===== src/rtl/adsr_pkg.sv =====
// Shared types and constant helpers for the multiplexed ADSR envelope generator.
package adsr_pkg;

  typedef enum logic [2:0] {
    StIdle    = 3'd0,
    StAttack  = 3'd1,
    StDecay   = 3'd2,
    StSustain = 3'd3,
    StRelease = 3'd4
  } adsr_state_e;

  // Largest positive value of an env_bits-wide signed envelope.
  function automatic logic [63:0] full_level(input int unsigned env_bits);
    return (64'd1 << (env_bits - 1)) - 64'd1;
  endfunction

  // {1'b0, level, zeros}: places a level input just below the envelope sign bit.
  function automatic logic [63:0] level_ext(input logic [63:0] level,
                                            input int unsigned env_bits,
                                            input int unsigned lvl_bits);
    return level << (env_bits - 1 - lvl_bits);
  endfunction

endpackage


===== src/rtl/adsr_step.sv =====
// Combinational single-voice ADSR next-state/next-envelope step, shared by all slots.
// ADSR_LINEAR_ATTACK_EN selects a constant-step linear attack instead of the one-pole rule.
module adsr_step
  import adsr_pkg::*;
#(
  parameter int unsigned ENV_BITS = 24,
  parameter int unsigned TAU_BITS = 5,
  parameter int unsigned SETTLE   = 256
) (
  input  adsr_state_e         state_i,
  input  logic [ENV_BITS-1:0] env_i,
  input  logic                gate_i,
  input  logic                prev_gate_i,
  input  logic [TAU_BITS-1:0] attack_tau_i,
  input  logic [TAU_BITS-1:0] decay_tau_i,
  input  logic [TAU_BITS-1:0] release_tau_i,
  input  logic [ENV_BITS-1:0] peak_ext_i,
  input  logic [ENV_BITS-1:0] sustain_ext_i,
  output adsr_state_e         state_o,
  output logic [ENV_BITS-1:0] env_o
);

  typedef logic signed [ENV_BITS:0] wide_t;

  localparam wide_t Full   = wide_t'(full_level(ENV_BITS));
  localparam wide_t Settle = wide_t'(SETTLE);

  function automatic wide_t one_pole(input wide_t env, input wide_t target,
                                     input logic [TAU_BITS-1:0] tau);
    wide_t diff;
    diff = target - env;
    return env + (diff >>> tau);
  endfunction

  adsr_state_e eff_state;
  wide_t       env_w, peak_w, sus_w, next_w, diff_w;

  always_comb begin
    env_w  = {1'b0, env_i};
    peak_w = {1'b0, peak_ext_i};
    sus_w  = {1'b0, sustain_ext_i};
    next_w = env_w;
    diff_w = '0;

    // Retrigger keeps the current level; gate-off releases from wherever we are.
    eff_state = state_i;
    if (gate_i && !prev_gate_i) begin
      eff_state = StAttack;
    end else if (!gate_i && (state_i inside {StAttack, StDecay, StSustain})) begin
      eff_state = StRelease;
    end

    state_o = eff_state;
    env_o   = env_i;

    case (eff_state)
      StIdle: env_o = '0;
      StAttack: begin
`ifdef ADSR_LINEAR_ATTACK_EN
        next_w = env_w + (Full >>> attack_tau_i);
`else
        next_w = one_pole(env_w, Full, attack_tau_i);
`endif
        if (next_w >= peak_w) begin
          env_o   = peak_ext_i;
          state_o = StDecay;
        end else begin
          env_o = next_w[ENV_BITS-1:0];
        end
      end
      StDecay: begin
        next_w = one_pole(env_w, sus_w, decay_tau_i);
        diff_w = next_w - sus_w;
        if (diff_w <= Settle && diff_w >= -Settle) begin
          env_o   = sustain_ext_i;
          state_o = StSustain;
        end else begin
          env_o = next_w[ENV_BITS-1:0];
        end
      end
      StSustain: env_o = sustain_ext_i;
      StRelease: begin
        next_w = one_pole(env_w, '0, release_tau_i);
        if (next_w < Settle) begin
          env_o   = '0;
          state_o = StIdle;
        end else begin
          env_o = next_w[ENV_BITS-1:0];
        end
      end
      default: begin
        env_o   = '0;
        state_o = StIdle;
      end
    endcase
  end

endmodule


===== src/rtl/adsr_env_mux.sv =====
// Time-multiplexed multi-voice ADSR envelope generator: one adsr_step serves every voice per tick.
// Build with ADSR_LINEAR_ATTACK_EN for a linear attack ramp.
module adsr_env_mux
  import adsr_pkg::*;
#(
  parameter int unsigned NUM_VOICES = 8,
  parameter int unsigned ENV_BITS   = 24,
  parameter int unsigned TAU_BITS   = 5,
  parameter int unsigned LVL_BITS   = 16,
  parameter int unsigned SETTLE     = 256
) (
  input  logic                          clk,
  input  logic                          rst,
  input  logic                          tick_i,
  input  logic [NUM_VOICES-1:0]         gate_i,
  input  logic [TAU_BITS-1:0]           attack_tau_i,
  input  logic [TAU_BITS-1:0]           decay_tau_i,
  input  logic [TAU_BITS-1:0]           release_tau_i,
  input  logic [LVL_BITS-1:0]           peak_level_i,
  input  logic [LVL_BITS-1:0]           sustain_level_i,
  output logic                          busy_o,
  output logic                          out_valid_o,
  output logic [$clog2(NUM_VOICES)-1:0] out_voice_o,
  output logic [ENV_BITS-1:0]           out_env_o,
  output logic [NUM_VOICES-1:0]         voice_idle_o,
  output logic                          overrun_o
);

  localparam int unsigned VoiceW = $clog2(NUM_VOICES);
  localparam logic [VoiceW-1:0] LastSlot = VoiceW'(NUM_VOICES - 1);

  adsr_state_e                 state_q [NUM_VOICES];
  logic        [ENV_BITS-1:0]  env_q   [NUM_VOICES];
  logic        [NUM_VOICES-1:0] prev_gate_q;

  logic              busy_q, busy_d;
  logic [VoiceW-1:0] slot_q, slot_d;
  logic              out_valid_q, overrun_q;
  logic [VoiceW-1:0] out_voice_q;
  logic [ENV_BITS-1:0] out_env_q;

  logic [ENV_BITS-1:0] peak_ext, sustain_ext, step_env;
  adsr_state_e         step_state;

  assign peak_ext    = ENV_BITS'(level_ext(64'(peak_level_i), ENV_BITS, LVL_BITS));
  assign sustain_ext = ENV_BITS'(level_ext(64'(sustain_level_i), ENV_BITS, LVL_BITS));

  adsr_step #(
    .ENV_BITS(ENV_BITS),
    .TAU_BITS(TAU_BITS),
    .SETTLE  (SETTLE)
  ) u_step (
    .state_i      (state_q[slot_q]),
    .env_i        (env_q[slot_q]),
    .gate_i       (gate_i[slot_q]),
    .prev_gate_i  (prev_gate_q[slot_q]),
    .attack_tau_i (attack_tau_i),
    .decay_tau_i  (decay_tau_i),
    .release_tau_i(release_tau_i),
    .peak_ext_i   (peak_ext),
    .sustain_ext_i(sustain_ext),
    .state_o      (step_state),
    .env_o        (step_env)
  );

  // Ticks during a sweep are dropped; a tick on the first idle cycle starts the next sweep.
  always_comb begin
    busy_d = busy_q;
    slot_d = slot_q;
    if (busy_q) begin
      if (slot_q == LastSlot) begin
        busy_d = 1'b0;
      end else begin
        slot_d = slot_q + VoiceW'(1);
      end
    end else if (tick_i) begin
      busy_d = 1'b1;
      slot_d = '0;
    end
  end

  always_ff @(posedge clk) begin
    if (rst) begin
      busy_q      <= 1'b0;
      slot_q      <= '0;
      out_valid_q <= 1'b0;
      out_voice_q <= '0;
      out_env_q   <= '0;
      overrun_q   <= 1'b0;
      prev_gate_q <= '0;
      for (int v = 0; v < NUM_VOICES; v++) begin
        state_q[v] <= StIdle;
        env_q[v]   <= '0;
      end
    end else begin
      busy_q      <= busy_d;
      slot_q      <= slot_d;
      out_valid_q <= busy_q;
      if (busy_q) begin
        state_q[slot_q]     <= step_state;
        env_q[slot_q]       <= step_env;
        prev_gate_q[slot_q] <= gate_i[slot_q];
        out_voice_q         <= slot_q;
        out_env_q           <= step_env;
      end
      if (tick_i && busy_q) begin
        overrun_q <= 1'b1;
      end
    end
  end

  always_comb begin
    for (int v = 0; v < NUM_VOICES; v++) begin
      voice_idle_o[v] = (state_q[v] == StIdle);
    end
  end

  assign busy_o      = busy_q;
  assign out_valid_o = out_valid_q;
  assign out_voice_o = out_voice_q;
  assign out_env_o   = out_env_q;
  assign overrun_o   = overrun_q;

endmodule


===== config.mk =====
export PLATFORM = sky130hd
export DESIGN_NAME = adsr_env_mux
export DESIGN_NICKNAME = d
export VERILOG_FILES = /design/src/rtl/adsr_pkg.sv /design/src/rtl/adsr_step.sv /design/src/rtl/adsr_env_mux.sv
export SDC_FILE = /design/constraint.sdc
export NUM_CORES = 1
export LEC_CHECK = 0
export BUFFER_PORTS_ARGS = -buffer_cell sky130_fd_sc_hd__buf_2
export CORE_ASPECT_RATIO = 2
export CORE_UTILIZATION = 30
export DETAILED_ROUTE_END_ITERATION = 10
export PLACE_DENSITY = 0.56
export SYNTH_ARGS = -nofsm -noshare
export SYNTH_HDL_FRONTEND = slang
export SYNTH_SLANG_ARGS = --single-unit

===== constraint.sdc =====
create_clock -name clk -period 11.5 [get_ports clk]
set_input_delay 2.3 -clock clk [delete_from_list [all_inputs] [get_ports clk]]
set_output_delay 2.3 -clock clk [all_outputs]
set_load 0.02 [all_outputs]

==> results of run 1 <==
## cell families (layout without fill, tap and decap cells)
logic type,Yosys count,in the layout
xor gates and xnor gates,105,105
other,0,2
and+or+nand+nor,945,945
DFF,260,260
adders and majority gates,128,128
buffers and inverters,270,442
AOI/OAI and AO/OA,741,741
muxes,203,203
## report_power, final
group / internal (mW) / switching (mW)
Combinational: 1.28 / 2.00
Clock: 0.368 / 0.343
Sequential: 1.07 / 0.0283
Total: 2.71 / 2.37
## state kept, by name (all words and copies together) (netlist names), named ones only
name / cells
env_q: 192
out_voice_o: 3
out_env_o: 24
slot_q: 3
state_q: 24
busy_o: 1
prev_gate_q: 8
overrun_o: 1
out_valid_o: 1
## synth_stat cells, types with 9 or more instances
cell type and number:
nor2_1 427, edfxtp_1 216, nand2_1 215, a21oi_1 170
o21ai_0 150, ha_1 124, clkbuf_1 120, inv_1 108
mux2i_1 91, xnor2_1 71, nor3_1 66, mux4_2 64
a211oi_1 54, a21o_1 54, nand3_1 45, dfxtp_1 44
mux2_2 37, xor2_1 32, o22ai_1 30, o21a_1 27
and3_1 26, a31oi_1 25, nor2b_1 24, nand2b_1 23
o211ai_1 19, buf_2 18, nand4_1 18, and2_1 17
nor4_1 16, o21bai_1 16, or3_1 16, a221oi_1 14
o31ai_1 13, a31o_2 9, buf_1 9, o2111ai_1 9
o221ai_1 9, o32ai_1 9
## cell usage in the layout (no fill, tap or decap), types with 27 or more instances in the layout
cell	synthesis	routed
ha_1	124	124
buf_2	18	95
edfxtp_1	216	216
o21a_1	27	27
nor2_1	427	427
xor2_1	32	32
mux2i_1	91	90
xnor2_1	71	70
a21oi_1	170	169
inv_1	108	108
nand2_1	215	209
nor3_1	66	66
buf_4	1	169
mux4_2	64	64
a211oi_1	54	52
nand3_1	45	45
o21ai_0	150	150
o22ai_1	30	30
a21o_1	54	54
dfxtp_1	44	40
mux2_2	37	37
## per-layer routing
| metal | global-route usage | vias up | share of wire |
|---|---|---|---|
| met5 | 0 | - | 0.00049 |
| li1 | - | 10234 | - |
| met3 | 0.0401 | 341 | 0.063 |
| met2 | 0.471 | 999 | 0.51 |
| met4 | 0.214 | 8 | 0.096 |
| met1 | 0.266 | 10950 | 0.33 |
## what timing repair did
| action | CTS | global route |
|---|---|---|
| setup endpoints to repair | 0 | 224 |
| resized for setup | 0 | 11 |
| buffers inserted | 0 | 3 |
| hold buffers | 0 | 0 |
## worst min path at each step
stage	from	end	slack, ns
after floorplan	prev_gate_q[5]	prev_gate_q[5]	0.45
after global placement	overrun_o	overrun_o	0.45
after detailed placement	overrun_o	overrun_o	0.46
after CTS	prev_gate_q[6]	prev_gate_q[6]	0.48
after global routing	prev_gate_q[3]	prev_gate_q[3]	0.51
final	overrun_o	overrun_o	0.47
## metrics by stage
step                setup TNS [ns]  worst slack (ns)   util
floorplan                        0             0.943      -
global placement            -48.02            -0.367  0.341
detailed placement          -27.42            -0.283  0.341
CTS                              0             0.194  0.349
global route               -0.0104          -0.00843  0.351
finish                           0             0.329  0.351
## critical path, delay by kind of cell
kind | cells | cell delay [ns]
AO/OA/AOI/OAI | 18 | 3.49
XOR/XNOR | 2 | 0.33
adder cells (fa/ha/maj) | 3 | 1.04
buffers and inverters | 10 | 1.59
multiplexers | 1 | 0.38
AND/OR/NAND/NOR | 9 | 2.40
## layout make-up
cell class                      instances  area, um^2  area share
Tap cell                             1022        1280      0.0471
Clock buffer                           27         591      0.0218
Sequential cell                       260        7380       0.272
Inverter                              114         428      0.0158
Clock inverter                         11        63.8     0.00235
Multi-Input combinational cell       2122       15100       0.558
Antenna cell                            2        5.00    0.000185
Timing Repair Buffer                  290        2250      0.0830
==> impl_metrics.ini, run 1 <==
[drt]
via_count = 22532
antenna_left = 0
drc = 0
wl_per_cell_um = 27.4
firstDrtPassIters = 6
first_iter_violations = 1911
post_drt_via_cell_ratio = 5.86
wl_um = 105000

[grt]
grtUsageTotal = 0.263
antenna_found_initial = 5
grt_pass1_vias = 22429
grt_pass1_wl_um = 151000
grt_overflow_total = 0
grt_max_degree = 66

[floorplan]
fp.dieH_um = 398
dieWidth_um = 200
ioPinCount = 96
fp-row-count = 144
start_util = 0.304
coreArea_um2 = 77300
die_area_um2 = 79500

[setup_path]
slowest_delay_ns = 0.54
start_kind = input pin
cp_slowest_cell = or4_1
arrival_ns = 11.60
rr_endpoint = out_env_o[9]
reg2regPathDepth = 44
rrSetupSlack_ns = 0.51
crit_fanout = 12
worstSetupEndpointType = flop
endpoint = out_env_o[9]
crit_path_frequent_cell = buf_4
startpoint = sustain_level_i[5]
critical_path_required_ns = 11.93
crit_type = input pin to flop

[timing]
slew_viol_final = 1
worst_pin_slew_ns = 1.50
period_share = 0.971
holdWs_ns = 0.474
period_needed_ns = 11.17
finalSetupViolCount = 0
relSlewSlack = -0.00709
max_freq_ghz = 0.0895
finClkSkew_ns = 0.0113
finalHoldViolations = 0

[yosys]
ys_warn_count = 0
synth_mux_area_frac = 0.125
synth_top_family_by_area = compound AO/OA/AOI/OAI gates
synth_compound_area_frac = 0.222
syn_avg_cell_area_um2 = 8.86
async_reset_ff_frac = 0
yosys_register_bits = 260
yosys.area_share.simple = 0.182
synth_fa_ha_area_frac = 0.0694
yosysSeqAreaShare = 0.313
ys.flop_type = edfxtp_1
netlist.area_leader.share = 0.276
synthCells = 2652
synth_cell_types = 101
synth_top_area_cell = edfxtp_1
synth_xor_area_frac = 0.0401
synth_edf_count = 216
syn-cell-area_um2 = 23500
synth_area_leaders = edfxtp_1 (28%), nor2_1 (6.8%), ha_1 (6.6%)
synth.net_count = 2838

[finish]
final-instance-count-excl-fill = 3848
nFillCells = 8048
final_cell_area_um2 = 27100
fin_nets = 2995
area_delta_synth_final_pct = 15.4
drive_gt1_frac = 0.185

[clock_network]
clk_pin_slew_ns = 0.07
cts_made_buffers = 21
clk_path_buf_depth = 3
cts_tree = yes
cts_num_sinks = 260
clkLatencyLatePin_ns = 0.52
h-tree-depth = 1
clockRootBuffer = clkbuf_16

[power_and_ir_drop]
power.total_mw = 5.08
power_leakage_nw = 10.7
ir_drop_uv = 135
p_per_area_nw_per_um2 = 187

[outcome]
violations = capacitance limit, slew limit
outcome = finished with violations

[min_path]
worstHoldPathType = flop to flop
hold_depth = 2

[placement]
dp.cells = 3804
port_buffers = 95
placed_area_um2 = 26300
gp_congestion = 1.05
dp_hpwl_um = 79800

[flow_run]
cap_violations = 1
No activity file was read; power rests on OpenSTA's default activity.
==> inputs of run 2 (changes only) <==
--- a/config.mk
+++ b/config.mk
@@ -8,8 +8,10 @@
 export BUFFER_PORTS_ARGS = -buffer_cell sky130_fd_sc_hd__buf_2
 export CORE_ASPECT_RATIO = 2
 export CORE_UTILIZATION = 30
+export CTS_BUF_LIST = sky130_fd_sc_hd__clkbuf_8
 export DETAILED_ROUTE_END_ITERATION = 10
 export PLACE_DENSITY = 0.56
 export SYNTH_ARGS = -nofsm -noshare
 export SYNTH_HDL_FRONTEND = slang
+export SYNTH_HIERARCHICAL = 1
 export SYNTH_SLANG_ARGS = --single-unit
==> impl_metrics.ini, run 2 <==
[timing]
relSlewSlack = 0.305
max_freq_ghz = 0.0897
finalHoldViolations = 0
slew_viol_final = 0
worst_pin_slew_ns = 1.04
finClkSkew_ns = 0.0221
finalSetupViolCount = 0
period_needed_ns = 11.15
holdWs_ns = 0.474
period_share = 0.969

[outcome]
outcome = completed

[clock_network]
clk_path_buf_depth = 3
clockRootBuffer = clkbuf_8
clk_pin_slew_ns = 0.06
h-tree-depth = 2
cts_tree = yes
cts_made_buffers = 35
postCtsSetupBuffers = 0
clkLatencyLatePin_ns = 0.54
cts_num_sinks = 260

[setup_path]
rrSetupSlack_ns = 0.35
start_kind = flop
endpoint = env_q[6][13]
slowest_delay_ns = 0.64
crit_fanout = 25
arrival_ns = 11.42
worstSetupEndpointType = flop
cp_slowest_cell = mux4_1
reg2regPathDepth = 40
critical_path_required_ns = 11.77
crit_path_frequent_cell = a21o_1
rr_endpoint = env_q[6][13]
crit_type = flop to flop

[drt]
wl_per_cell_um = 24.8
wl_um = 96100
antenna_left = 0
routedLengthMet1_um = 34000
via_count = 22140
highest_layer = met5
post_drt_via_cell_ratio = 5.72
drc = 0
met2WireLength_um = 49400
first_iter_violations = 1528
firstDrtPassIters = 7
dr_wl_met3_um = 4550

[yosys]
synthCells = 2645
yosysSeqAreaShare = 0.300
netlist.area_leader.share = 0.264
async_reset_ff_frac = 0
syn-cell-area_um2 = 24500
syn_avg_cell_area_um2 = 9.27
synth_common_cells = and2_1 (230), nor2_1 (221), edfxtp_1 (216)
synth_cell_types = 101
synth_area_leaders = edfxtp_1 (26%), ha_1 (7.5%), and2_1 (5.9%)
synth_edf_count = 216
yosys.cell_count.top_type = and2_1
ys_warn_count = 6
ys.flop_type = edfxtp_1
synth_top_area_cell = edfxtp_1
yosys_register_bits = 260

[placement]
placed_area_um2 = 26900
dp_hpwl_um = 73200
gp_congestion = 1.02
port_buffers = 95

[grt]
antenna_found_initial = 2
grtUsageTotal = 0.226
grt_max_degree = 67
grt_pass1_wl_um = 138000
grt_overflow_total = 0
grt_pass1_vias = 22276

[finish]
top_register = env_q
mostFrequentLayoutCell = and2_1
drive_gt1_frac = 0.148
largest_reg_flops = 192
final_cell_area_um2 = 27700
final_cell_mix = and2_1 (230), nor2_1 (218), edfxtp_1 (216)
fin_nets = 3005
area_delta_synth_final_pct = 13.1

[floorplan]
fp-row-count = 148
start_util = 0.302
die_area_um2 = 83000
fp.dieH_um = 406
dieWidth_um = 204
coreArea_um2 = 81100
ioPinCount = 96

[power_and_ir_drop]
seq_power_share = 0.211
p_sw_mw = 2.46
p_comb_frac = 0.653
ir_drop_uv = 105
swShare = 0.476
power.internal_mw = 2.71
p_per_area_nw_per_um2 = 186
power_leakage_nw = 11.3
pwr-share-clk = 0.135

[flow_run]
cap_violations = 0

[min_path]
worstHoldPathType = flop to flop
run 2: worst max-delay path, delay by kind of cell (launching register included):
kind | cells | cell delay, ns
adders and majority gates | 3 | 0.96
buffers and inverters | 4 | 0.83
xor gates and xnor gates | 3 | 0.62
AOI/OAI and AO/OA | 18 | 4.31
and+or+nand+nor | 8 | 1.94
DFF | 1 | 0.42
muxes | 4 | 1.74
run 2: per-layer routing:
| metal | track usage | vias up |
|---|---|---|
| li1 | - | 10184 |
| met1 | 0.227 | 10819 |
| met2 | 0.418 | 834 |
| met3 | 0.0274 | 301 |
| met4 | 0.174 | 2 |
| met5 | 0 | - |
run 2: power groups by stage:
| stage | sequential [mW] | clock (mW) | combinational (mW) |
|---|---|---|---|
| floorplan | 1.12 | 0 | 2.05 |
| global placement | 1.11 | 0 | 3.28 |
| global route | 1.10 | 0.747 | 3.58 |
| detailed placement | 1.11 | 0 | 3.27 |
| CTS | 1.09 | 0.714 | 3.29 |
| finish | 1.09 | 0.700 | 3.38 |
run 2: final cells by class:
class	count	area [um^2]
tap	1050	1310
inverter	124	469
timing repair buffer	226	1580
sequential	260	7370
clock inverter	20	109
antenna	1	2.50
clock buffer	42	578
fill	8485	53400
multi-input combinational	2148	16300
run 2: worst min path at each step:
stage | from | slack [ns] | depth (start not counted) | endpoint
after floorplan | prev_gate_q[1] | 0.45 | 2 | prev_gate_q[1]
after global placement | overrun_o | 0.45 | 2 | overrun_o
after detailed placement | overrun_o | 0.46 | 2 | overrun_o
after CTS | out_voice_o[2] | 0.48 | 2 | out_voice_o[2]
after global routing | out_voice_o[2] | 0.50 | 2 | out_voice_o[2]
final | overrun_o | 0.47 | 2 | overrun_o
run 2: what timing repair did:
action,in CTS,in global routing
setup endpoints to repair,0,224
endpoints found under the hold margin,0,0
resized for setup,0,15
hold buffers,0,0
run 2: cell families after synthesis:
kind of cell | synth area share
buffers and inverters | 0.0457
flip-flops | 0.300
AND/OR/NAND/NOR | 0.187
XOR/XNOR | 0.0368
adder cells (fa/ha/maj) | 0.0791
multiplexers | 0.160
AO/OA/AOI/OAI | 0.191
other | 0.000153
run 2: metrics by stage:
step	cells	power [mW]	util	TNS [ns]	setup WS [ns]
floorplan	2685	3.17	-	0	0.777
global placement	3807	4.39	0.332	-24.27	-0.201
detailed placement	3807	4.38	0.332	-25.68	-0.223
CTS	3869	5.09	0.341	0	0.215
global route	3871	5.42	0.342	-2.54	-0.0606
finish	3871	5.17	0.342	0	0.354
==> inputs of run 3 (changes only) <==
--- a/config.mk
+++ b/config.mk
@@ -7,10 +7,10 @@
 export LEC_CHECK = 0
 export BUFFER_PORTS_ARGS = -buffer_cell sky130_fd_sc_hd__buf_2
 export CORE_ASPECT_RATIO = 2
-export CORE_UTILIZATION = 30
+export CORE_UTILIZATION = 55
 export CTS_BUF_LIST = sky130_fd_sc_hd__clkbuf_8
 export DETAILED_ROUTE_END_ITERATION = 10
-export PLACE_DENSITY = 0.56
+export PLACE_DENSITY = 0.83
 export SYNTH_ARGS = -nofsm -noshare
 export SYNTH_HDL_FRONTEND = slang
 export SYNTH_HIERARCHICAL = 1
==> constraint.sdc (replaced) <==
create_clock -name clk -period 11.5 [get_ports clk]
set_input_delay 2.3 -clock clk [delete_from_list [all_inputs] [get_ports clk]]
set_output_delay 2.3 -clock clk [all_outputs]
set_load 0.1 [all_outputs]
==> impl_metrics.ini, run 3 (synthesis gave the netlist of run 2 again) <==
[finish]
largest_reg_flops = 192
multi_input_area_um2 = 16200
fin_nets = 3018
mostFrequentLayoutCell = and2_1
seqCellArea_um2 = 7370
final_cell_mix = and2_1 (230), nor2_1 (221), edfxtp_1 (216)
drive_gt1_frac = 0.148
utilization = 0.614
area_delta_synth_final_pct = 10.3
final-instance-count-excl-fill = 3387
nFillCells = 3734
top_register = env_q

[floorplan]
fp.dieH_um = 301
dieWidth_um = 151
die_area_um2 = 45500
start_util = 0.557
coreArea_um2 = 44100
ioPinCount = 96
fp-row-count = 109

[timing]
max_freq_ghz = 0.0894
finClkSkew_ns = 0.0296
finalSetupViolCount = 0
finalHoldViolations = 0
period_share = 0.973
slew_viol_final = 0
rsz0062_at_grt = no
period_needed_ns = 11.19
worst_pin_slew_ns = 1.30
setup_tns_ns = 0
relSlewSlack = 0.131

[setup_path]
cp_slowest_cell = a2111oi_1
crit_type = input pin to flop
rrSetupSlack_ns = 0.33
start_kind = input pin
rr_endpoint = env_q[1][9]
reg2regPathDepth = 43
slowest_delay_ns = 0.48
critical_path_required_ns = 11.83
worstSetupEndpointType = flop
worst-path-buf-inv = 5
crit_fanout = 11
arrival_ns = 11.51
critPathTopFamily = compound AO/OA/AOI/OAI gates

[min_path]
worstHoldEndpoint = prev_gate_q[1]
min-delay-start = prev_gate_q[1]
hold_depth = 2
worstHoldPathType = flop to flop

[grt]
grtUsageTotal = 0.407
grt_pass1_wl_um = 135000
grt_pass1_vias = 22705
antenna_found_initial = 8
grt_max_degree = 67
grt_overflow_total = 0

[clock_network]
clk_path_buf_depth = 3
cts_made_buffers = 27
h-tree-depth = 1
postCtsSetupBuffers = 0
clockRootBuffer = clkbuf_8
cts_tree = yes
cts_num_sinks = 260
clk_pin_slew_ns = 0.08
clkLatencyLatePin_ns = 0.59

[placement]
dp.cells = 3332
gp_congestion = 1.08
port_buffers = 95
dp_hpwl_um = 69600

[power_and_ir_drop]
power_leakage_nw = 11.3
ir_drop_uv = 152
power.total_mw = 5.27
p_per_area_nw_per_um2 = 195

[drt]
wl_um = 92500
via_count = 22811
post_drt_via_cell_ratio = 6.73
wl_per_cell_um = 27.3
firstDrtPassIters = 7
drc = 0
first_iter_violations = 1871
antenna_left = 0

[flow_run]
cap_violations = 0

[outcome]
outcome = completed
==> run 3: changes by cell type in the layout (fill, tap and decap cells not counted), sizes merged <==
cell      before  now
buf          225  245
bufinv         1    3
clkbuf        43   31
clkinvlp       2    5
diode          1    3
inv          130  126
==> run 3: area by class of cell <==
| class | instances | share of cell area |
|---|---|---|
| well taps | 555 | 0.0257 |
| diodes | 3 | 0.000278 |
| clock buffers | 29 | 0.0148 |
| multi-input cells | 2148 | 0.600 |
| flip-flops and latches | 260 | 0.273 |
| inverters | 124 | 0.0175 |
| clock inverters | 21 | 0.00671 |
| repair buffers | 247 | 0.0625 |
==> run 3: metrics by stage <==
stage | hold WS (ns) | area (um^2) | setup WS, ns
finish | 0.498 | 27000 | 0.311
CTS | 0.498 | 27000 | 0.226
detailed placement | 0.466 | 26400 | -0.336
floorplan | 0.454 | 24700 | 0.777
global route | 0.527 | 27000 | 0.0840
global placement | 0.445 | 26400 | -0.283
==> run 3: per-layer routing <==
metal	track usage	up-vias	wire length (um)
met1	0.394	10764	28700
met5	0	-	77
met3	0.0847	505	7680
li1	-	10212	-
met4	0.380	12	10500
met2	0.705	1318	45600
==> run 3: power by group <==
part           total (mW)  switching [mW]  internal (mW)  leakage (nW)
combinational        3.53            2.19           1.34          8.42
sequential           1.10          0.0248           1.07          2.60
clock               0.638           0.332          0.305         0.315
total                5.27            2.55           2.72          11.3
==> run 3: repair_timing <==
item                                    CTS  global route
endpoints found under the setup margin    0           215
endpoints found under the hold margin     0             0
resized for setup                         0             7
hold buffers                              0             0
==> run 3: how the worst max path moves through the flow <==
stage / end / slack, ns / start / cells after the start
after detailed placement: env_q[1][13] / -0.34 / sustain_level_i[9] / 39
after CTS: env_q[5][10] / 0.23 / flop / 42
final: env_q[1][9] / 0.31 / sustain_level_i[9] / 40
after floorplan: env_q[0][3] / 0.78 / sustain_level_i[9] / 37
after global routing: env_q[1][9] / 0.08 / flop / 43
after global placement: env_q[0][13] / -0.28 / sustain_level_i[9] / 39
==> run 3: tightest hold or removal path: stages (launching register included) <==
cell,delay [ns]
dfxtp_1,0.32
o21ai_0,0.07
a21oi_1,0.07
